`config.mk`:
```
export PLATFORM = sky130hd
export DESIGN_NAME = uart_rx
export DESIGN_NICKNAME = d
export VERILOG_FILES = /design/src/rtl/uart_pkg.sv /design/src/rtl/uart_sync2.sv /design/src/rtl/uart_rx.sv
export SDC_FILE = /design/constraint.sdc
export NUM_CORES = 1
export LEC_CHECK = 0
export ABC_CLOCK_PERIOD_IN_PS = 3400
export BUFFER_PORTS_ARGS = -buffer_cell sky130_fd_sc_hd__buf_2
export CORE_MARGIN = 2
export CORE_UTILIZATION = 62
export DETAILED_ROUTE_END_ITERATION = 8
export PLACE_DENSITY = 0.83
export REMOVE_ABC_BUFFERS = 1
export SYNTH_ARGS = -nofsm -noshare
export SYNTH_HDL_FRONTEND = slang
export SYNTH_SLANG_ARGS = --single-unit
```
`constraint.sdc`:
```
create_clock -name clk -period 3.4 [get_ports clk]
set_input_delay 0.34 -clock clk [delete_from_list [all_inputs] [get_ports clk]]
set_output_delay 0.34 -clock clk [all_outputs]
set_load 0.01 [all_outputs]
```
`src/rtl/uart_pkg.sv`:
```
// Shared UART definitions: frame width, default bit timing and the receiver state enum.
// UART_RX_PARITY_EN adds the PARITY state.
package uart_pkg;

  localparam int UART_DATA_BITS    = 8;
  localparam int UART_CLKS_PER_BIT = 868;

  typedef enum logic [2:0] {
    ST_IDLE,
    ST_START,
    ST_DATA,
`ifdef UART_RX_PARITY_EN
    ST_PARITY,
`endif
    ST_STOP,
    ST_BREAK
  } uart_rx_state_t;

endpackage

```
`src/rtl/uart_sync2.sv`:
```
// Two-flop synchronizer for a single asynchronous input; both flops reset to RST_VAL.
module uart_sync2 #(
  parameter logic RST_VAL = 1'b1
) (
  input  logic clk,
  input  logic reset,
  input  logic d,
  output logic q
);

  logic meta;

  always_ff @(posedge clk) begin
    if (reset) begin
      meta <= RST_VAL;
      q    <= RST_VAL;
    end else begin
      meta <= d;
      q    <= meta;
    end
  end

endmodule

```
`src/rtl/uart_rx.sv`:
```
// UART receiver: 1 start, 8 data (LSB first), optional even parity, 1 stop bit.
// UART_RX_PARITY_EN enables the parity bit and the parity_err port.
module uart_rx
  import uart_pkg::*;
#(
  parameter int CLKS_PER_BIT = UART_CLKS_PER_BIT
) (
  input  logic                      clk,
  input  logic                      reset,
  input  logic                      rx,
  output logic [UART_DATA_BITS-1:0] data,
  output logic                      rx_valid,
  output logic                      frame_err,
  output logic                      busy
`ifdef UART_RX_PARITY_EN
  , output logic                    parity_err
`endif
);

  localparam int CW = $clog2(CLKS_PER_BIT);
  localparam int BW = $clog2(UART_DATA_BITS);
  localparam logic [CW-1:0] BIT_LAST  = CW'(CLKS_PER_BIT - 1);
  localparam logic [CW-1:0] HALF_LAST = CW'(CLKS_PER_BIT / 2 - 1);
  localparam logic [BW-1:0] BITS_LAST = BW'(UART_DATA_BITS - 1);

  uart_rx_state_t state, state_n;
  logic [CW-1:0] cnt, cnt_n;
  logic [BW-1:0] bit_cnt, bit_cnt_n;
  logic [UART_DATA_BITS-1:0] shreg, shreg_n, data_n;
  logic rx_s, valid_n, ferr_n, bit_done;

  uart_sync2 #(.RST_VAL(1'b1)) u_sync (
    .clk  (clk),
    .reset(reset),
    .d    (rx),
    .q    (rx_s)
  );

`ifdef UART_RX_PARITY_EN
  logic par_bad, par_bad_n, perr_n;
`endif

  assign bit_done = (cnt == BIT_LAST);
  assign busy     = (state != ST_IDLE);

  always_ff @(posedge clk) begin
    if (reset) begin
      state     <= ST_IDLE;
      cnt       <= '0;
      bit_cnt   <= '0;
      shreg     <= '0;
      data      <= '0;
      rx_valid  <= 1'b0;
      frame_err <= 1'b0;
`ifdef UART_RX_PARITY_EN
      par_bad    <= 1'b0;
      parity_err <= 1'b0;
`endif
    end else begin
      state     <= state_n;
      cnt       <= cnt_n;
      bit_cnt   <= bit_cnt_n;
      shreg     <= shreg_n;
      data      <= data_n;
      rx_valid  <= valid_n;
      frame_err <= ferr_n;
`ifdef UART_RX_PARITY_EN
      par_bad    <= par_bad_n;
      parity_err <= perr_n;
`endif
    end
  end

  always_comb begin
    state_n   = state;
    cnt_n     = cnt;
    bit_cnt_n = bit_cnt;
    shreg_n   = shreg;
    data_n    = data;
    valid_n   = 1'b0;
    ferr_n    = 1'b0;
`ifdef UART_RX_PARITY_EN
    par_bad_n = par_bad;
    perr_n    = 1'b0;
`endif
    case (state)
      ST_IDLE: begin
        cnt_n     = '0;
        bit_cnt_n = '0;
        if (!rx_s) state_n = ST_START;
      end
      ST_START: begin
        // Mid-start-bit check rejects glitches shorter than half a bit.
        if (cnt == HALF_LAST) begin
          cnt_n   = '0;
          state_n = rx_s ? ST_IDLE : ST_DATA;
        end else begin
          cnt_n = cnt + 1'b1;
        end
      end
      ST_DATA: begin
        if (bit_done) begin
          cnt_n     = '0;
          shreg_n   = {rx_s, shreg[UART_DATA_BITS-1:1]};
          bit_cnt_n = bit_cnt + 1'b1;
          if (bit_cnt == BITS_LAST) begin
`ifdef UART_RX_PARITY_EN
            state_n = ST_PARITY;
`else
            state_n = ST_STOP;
`endif
          end
        end else begin
          cnt_n = cnt + 1'b1;
        end
      end
`ifdef UART_RX_PARITY_EN
      ST_PARITY: begin
        if (bit_done) begin
          cnt_n     = '0;
          par_bad_n = rx_s ^ (^shreg);
          state_n   = ST_STOP;
        end else begin
          cnt_n = cnt + 1'b1;
        end
      end
`endif
      ST_STOP: begin
        if (bit_done) begin
          cnt_n  = '0;
          data_n = shreg;
`ifdef UART_RX_PARITY_EN
          perr_n = par_bad;
`endif
          if (rx_s) begin
            valid_n = 1'b1;
            state_n = ST_IDLE;
          end else begin
            ferr_n  = 1'b1;
            state_n = ST_BREAK;
          end
        end else begin
          cnt_n = cnt + 1'b1;
        end
      end
      ST_BREAK: begin
        cnt_n = '0;
        if (rx_s) state_n = ST_IDLE;
      end
      default: state_n = ST_IDLE;
    endcase
  end

endmodule

```
* Word level (Yosys, flattened, before mapping)
Cells that the tools add are included.
Word-level totals: bits in registers 36, input port bits 3, logic and storage cells 53
Cells by class: $add $sub $neg 2, equal/unequal tests 13, muxes and demuxes 16, bitwise operators 2, reductions and logical operators 11
Operators with widths (number):
- $pmux 10 s3 | 1
- $mux 3 | 8
- $mux 10 | 2
- $pmux 3 s5 | 1
- $add 10x1->10 const B | 1
- $eq 10x10->1 const B | 1
- $eq 10x9->1 const B | 1
- $ne 2x2->1 const B | 5
- $eq 3x2->1 const B | 2
- $eq 3x3->1 const B | 2
- $pmux 3 s2 | 1
- $reduce_and 2->1 | 3
- $reduce_and 6->1 | 1
- $reduce_bool 3->1 | 2
- $reduce_or 2->1 | 2
- $add 3x1->3 const B | 1
- $eq 3x1->1 const B | 1
- $logic_not 3->1 | 1
- $reduce_or 3->1 | 1
- $mux 1 | 2
- $mux 2 | 1
- $ne 2x1->1 const B | 1
- $not 1->1 | 2
- $reduce_bool 2->1 | 1

* Logic depth before layout (Yosys ltp)
word-level depth 4, depth in mapped cells 7

* Cells and area by module
From an unflattened synthesis, not the netlist that was laid out.
Unflattened totals: cell total of the unflattened synthesis 175, area total of the unflattened synthesis 1589.0 sq um
Modules (own cells, without submodules):
- uart_rx | instances 1, cells each 171, area each 1536.5 sq um, seq. area each 680.7 sq um
- uart_sync2 | instances 1, cells each 4, area each 52.6 sq um, seq. area each 40.0 sq um

* Worst setup path after synthesis
Ideal clock, no wire load.
path type reg-to-reg, from register cnt[0], to register shreg[0], arrival 1.547 ns, required time 3.272 ns, path slack 1.725 ns, cell stages (with the launch flop) 7, period minus slack after synthesis 1.675 ns, cell sequence dfxtp_1 ha_1 nand4b_4 nor4_4 buf_6 mux2i_1 nor2_1
On the way: cells in the longest elaborated chain, start to end 2
RTL lines:
- start, declared | line uart_rx.sv:27 | logic [CW-1:0] cnt, cnt_n;
- start signal, assigned | line uart_rx.sv:61 | cnt <= cnt_n;
- $eq 10x10->1 | line uart_rx.sv:43 | assign bit_done = (cnt == BIT_LAST);
- $reduce_and 2->1 (no source line)
- end signal, assigned | line uart_rx.sv:63 | shreg <= shreg_n;
- end, declared | line uart_rx.sv:29 | logic [UART_DATA_BITS-1:0] shreg, shreg_n, data_n;
Every way passes these cells. A chain may end at the register's enable or synchronous reset.

* Worst setup path in the final report
from register cnt[0], to register bit_cnt[0]
On the way: cells in the longest elaborated chain, start to end 3
RTL lines:
- $eq 10x10->1 | line uart_rx.sv:43
- $ne 2x2->1 (no source line)
- $reduce_and 2->1 (no source line)
- end signal, assigned | line uart_rx.sv:62 | bit_cnt <= bit_cnt_n;
- end, declared | line uart_rx.sv:28 | logic [BW-1:0] bit_cnt, bit_cnt_n;
Every way passes these cells.

==> impl_results.md <==
- Cells after Synth: ~170
- Die height: approximately 56 µm
- # setup viols final: 0
- Vias per cell: 5.78
- Post-synth EDFFs: 0
- Row count: 18
- Critical Path AT: 2.53 ns
- DR DRC count: 0
- Max H-tree Level: 2
- VDD IR max: 0.000445 V
- Layout cell share with drive strength beyond 1: 0.157
- Setup bufs post-CTS: 0
- Pleak: 0.683 nW
- Top Ports: 14
- CP peak stage delay: approximately 0.80 ns
- Clock skew: approximately 0.0093 ns
- Most used DFF post-synth: dfxtp_1
- Fill cell count: 191
- Clock Pin Slew Worst Setup and Hold Paths: about 0.11 ns
- Max Cap Violations: 0
- GR Util All Layers: 0.204
- Number of antenna-violating nets in the routed design: 0
- CTS tree: done
- Core Area: 2500 µm²
- Die Footprint: 3100 µm²
- CTS Hold Bufs: 0
- Hpwl dp: roughly 2.0 mm
- Number of failing hold endpoints at the final stage: 0
- Flops & latches, synth: 36
- TritonCTS buffer count: 5
- Via count: about 1200
- RSZ-0062 raised after global routing: no
- Worst slew margin: 0.418
- Seq/Total Area, Yosys: 0.435
- Crit-path slowest cell: nor4_4
- Hold slack: 0.208 ns
- Root buf cell: clkbuf_4
- Dpl cells: 200
- Power Dens Cells: 428 nW/µm²
- Tcrit/Tclk final: 0.660
- Port buffer count: 13
- Share of flip-flops with an asynchronous set or reset: 0
- Clock Sinks: 36
- Drt total wl: roughly 2.9 mm
- Worst-path cell chain: ha_1, nand4b_4, nor4_4, mux2_1, nor2_1
- Tightest Hold Check Type: in2reg
- Setup TNS: 0 ns
- CP endpoint kind: flip-flop
- Initial Utilization: 0.663
- Area Overhead vs Synth: 5.66%
- First-pass GRT wire length: 4.97 mm
- Crit path kind: reg2reg
- Netlist cell types: 41
- Worst path required time: 3.69 ns
- Clock latency at the later pin of the worst-skew pair: about 0.34 ns
- RePlAce Congestion: 0.816
- Worst-path fanout max: 13
- Fin crit period: 2.24 ns
- Fmax: between 0.4 and 0.5 GHz
- CP Launch Type: flip-flop
- Vias in the first global route: 1153
- Nets@finish: around 180
- Crit path buffers/inverters: 0
- Layout Cells excl Fill: 208
- Avg Inst Size Synth: between 9 and 10 µm²
- N_diodes: 0
- Initial DRC Count: 23
- Router iterations before antenna repair: 4
- Largest net degree at the start of global routing: 29
- Max Slew Vio Count: 0
- CP delay by family, top: simple AND/OR/NAND/NOR gates
- Die width: 55.7 µm
- Slew @ Worst Pin: 0.867 ns
- Max clock buf depth: 2
- Drt wl/cell: 13.8 µm
- # resized after CTS: 0
- Synthesis warning total: 0
- Status: completed
- Total gr overflow: 0
- Initial antenna violation count: 0
- Synthesized cell area: around 1700 µm²
-- flip-flops by register name, indices dropped and copies added, names as in the netlist --
name,count
bit_cnt,3
cnt,10
data,8
frame_err,1
rx_valid,1
shreg,8
state,3
u_sync.meta,1
u_sync.q,1
-- layer usage --
layer / track usage / vias to the layer above / share of wire
met5: 0 / - / 0
met4: 0.0906 / 0 / 0.016
met3: 0.0698 / 5 / 0.045
met2: 0.335 / 21 / 0.47
met1: 0.241 / 559 / 0.47
li1: - / 617 / -
-- metrics by stage --
stage | total power [W] | utilization | cell area (µm²) | setup WS, ns
floorplan | 0.000453 | - | 1570 | 1.42
detailed placement | 0.000465 | 0.670 | 1670 | 1.17
finish | 0.000749 | 0.700 | 1750 | 1.16
CTS | 0.000757 | 0.700 | 1750 | 1.15
global route | 0.000776 | 0.700 | 1750 | 0.985
global placement | 0.000463 | 0.670 | 1670 | 1.28
-- cells by family after synthesis --
| logic type | Yosys count | share of synthesized area |
|---|---|---|
| and+or+nand+nor | 73 | 0.265 |
| DFF | 36 | 0.435 |
| AOI/OAI and AO/OA | 17 | 0.0680 |
| muxes | 17 | 0.103 |
| buffers and inverters | 14 | 0.0559 |
| xor gates and xnor gates | 8 | 0.0423 |
| adders and majority gates | 4 | 0.0302 |
-- worst register-to-register path, cell delays in order (launching register included) --
cell      delay, ns
dfxtp_1        0.40
ha_1           0.30
nand4b_4       0.20
nor4_4         0.80
mux2_1         0.40
nor2_1         0.09
-- Yosys cell counts, types with 2 or more instances --
master	instances	area share
a21oi_1	4	0.012
a31oi_1	2	0.0076
and3_1	2	0.0076
buf_2	4	0.012
buf_6	4	0.027
clkbuf_1	2	0.0045
dfxtp_1	36	0.44
ha_1	4	0.030
inv_1	2	0.0045
mux2i_1	16	0.097
nand2_1	7	0.016
nand3_1	3	0.0091
nand3b_1	3	0.014
nand4_1	5	0.019
nor2_1	21	0.048
nor3_1	11	0.033
nor4_1	3	0.011
nor4_4	2	0.026
o21a_1	3	0.014
o21ai_0	3	0.0091
or2_2	3	0.011
or3_1	3	0.011
or3b_1	2	0.011
xor2_1	7	0.037
-- worst paths after layout --
kind	cells past startpoint	endpoint	slack, ns	startpoint
worst min register to register	1	u_sync.q	0.42	u_sync.meta
worst max register to register	5	bit_cnt[0]	1.16	cnt[0]
worst max-delay path	5	bit_cnt[0]	1.16	cnt[0]
worst min-delay path	2	u_sync.meta	0.21	rx
-- area by class of cell --
cell class / count / area [µm²] / area share
multi-input combinational: 119 / 843 / 0.482
sequential: 36 / 721 / 0.412
timing repair buffer: 13 / 65.1 / 0.0372
clock buffer: 6 / 41.3 / 0.0236
tap: 30 / 37.5 / 0.0214
clock inverter: 2 / 35.0 / 0.0200
inverter: 2 / 7.51 / 0.00429
-- layout by cell type (no fill, tap or decap), types with 2 or more instances in the layout --
| master | count |
|---|---|
| dfxtp_1 | 36 |
| nor2_1 | 21 |
| mux2i_1 | 16 |
| buf_2 | 13 |
| nor3_1 | 11 |
| nand2_1 | 7 |
| xor2_1 | 7 |
| nand4_1 | 5 |
| clkbuf_4 | 5 |
| a21oi_1 | 4 |
| ha_1 | 4 |
| or3_1 | 3 |
| nor4_1 | 3 |
| o21a_1 | 3 |
| or2_2 | 3 |
| nand3b_1 | 3 |
| o21ai_0 | 3 |
| nand3_1 | 3 |
| inv_1 | 2 |
| or3b_1 | 2 |
| and3_1 | 2 |
| nor4_4 | 2 |
| a31oi_1 | 2 |
-- power by group --
part	switching, W	internal (W)	total [W]
Clock	0.000140	0.000154	0.000294
Sequential	0.00000542	0.000425	0.000431
Combinational	0.0000152	0.00000918	0.0000244
Power figures use the tool's default switching activity.
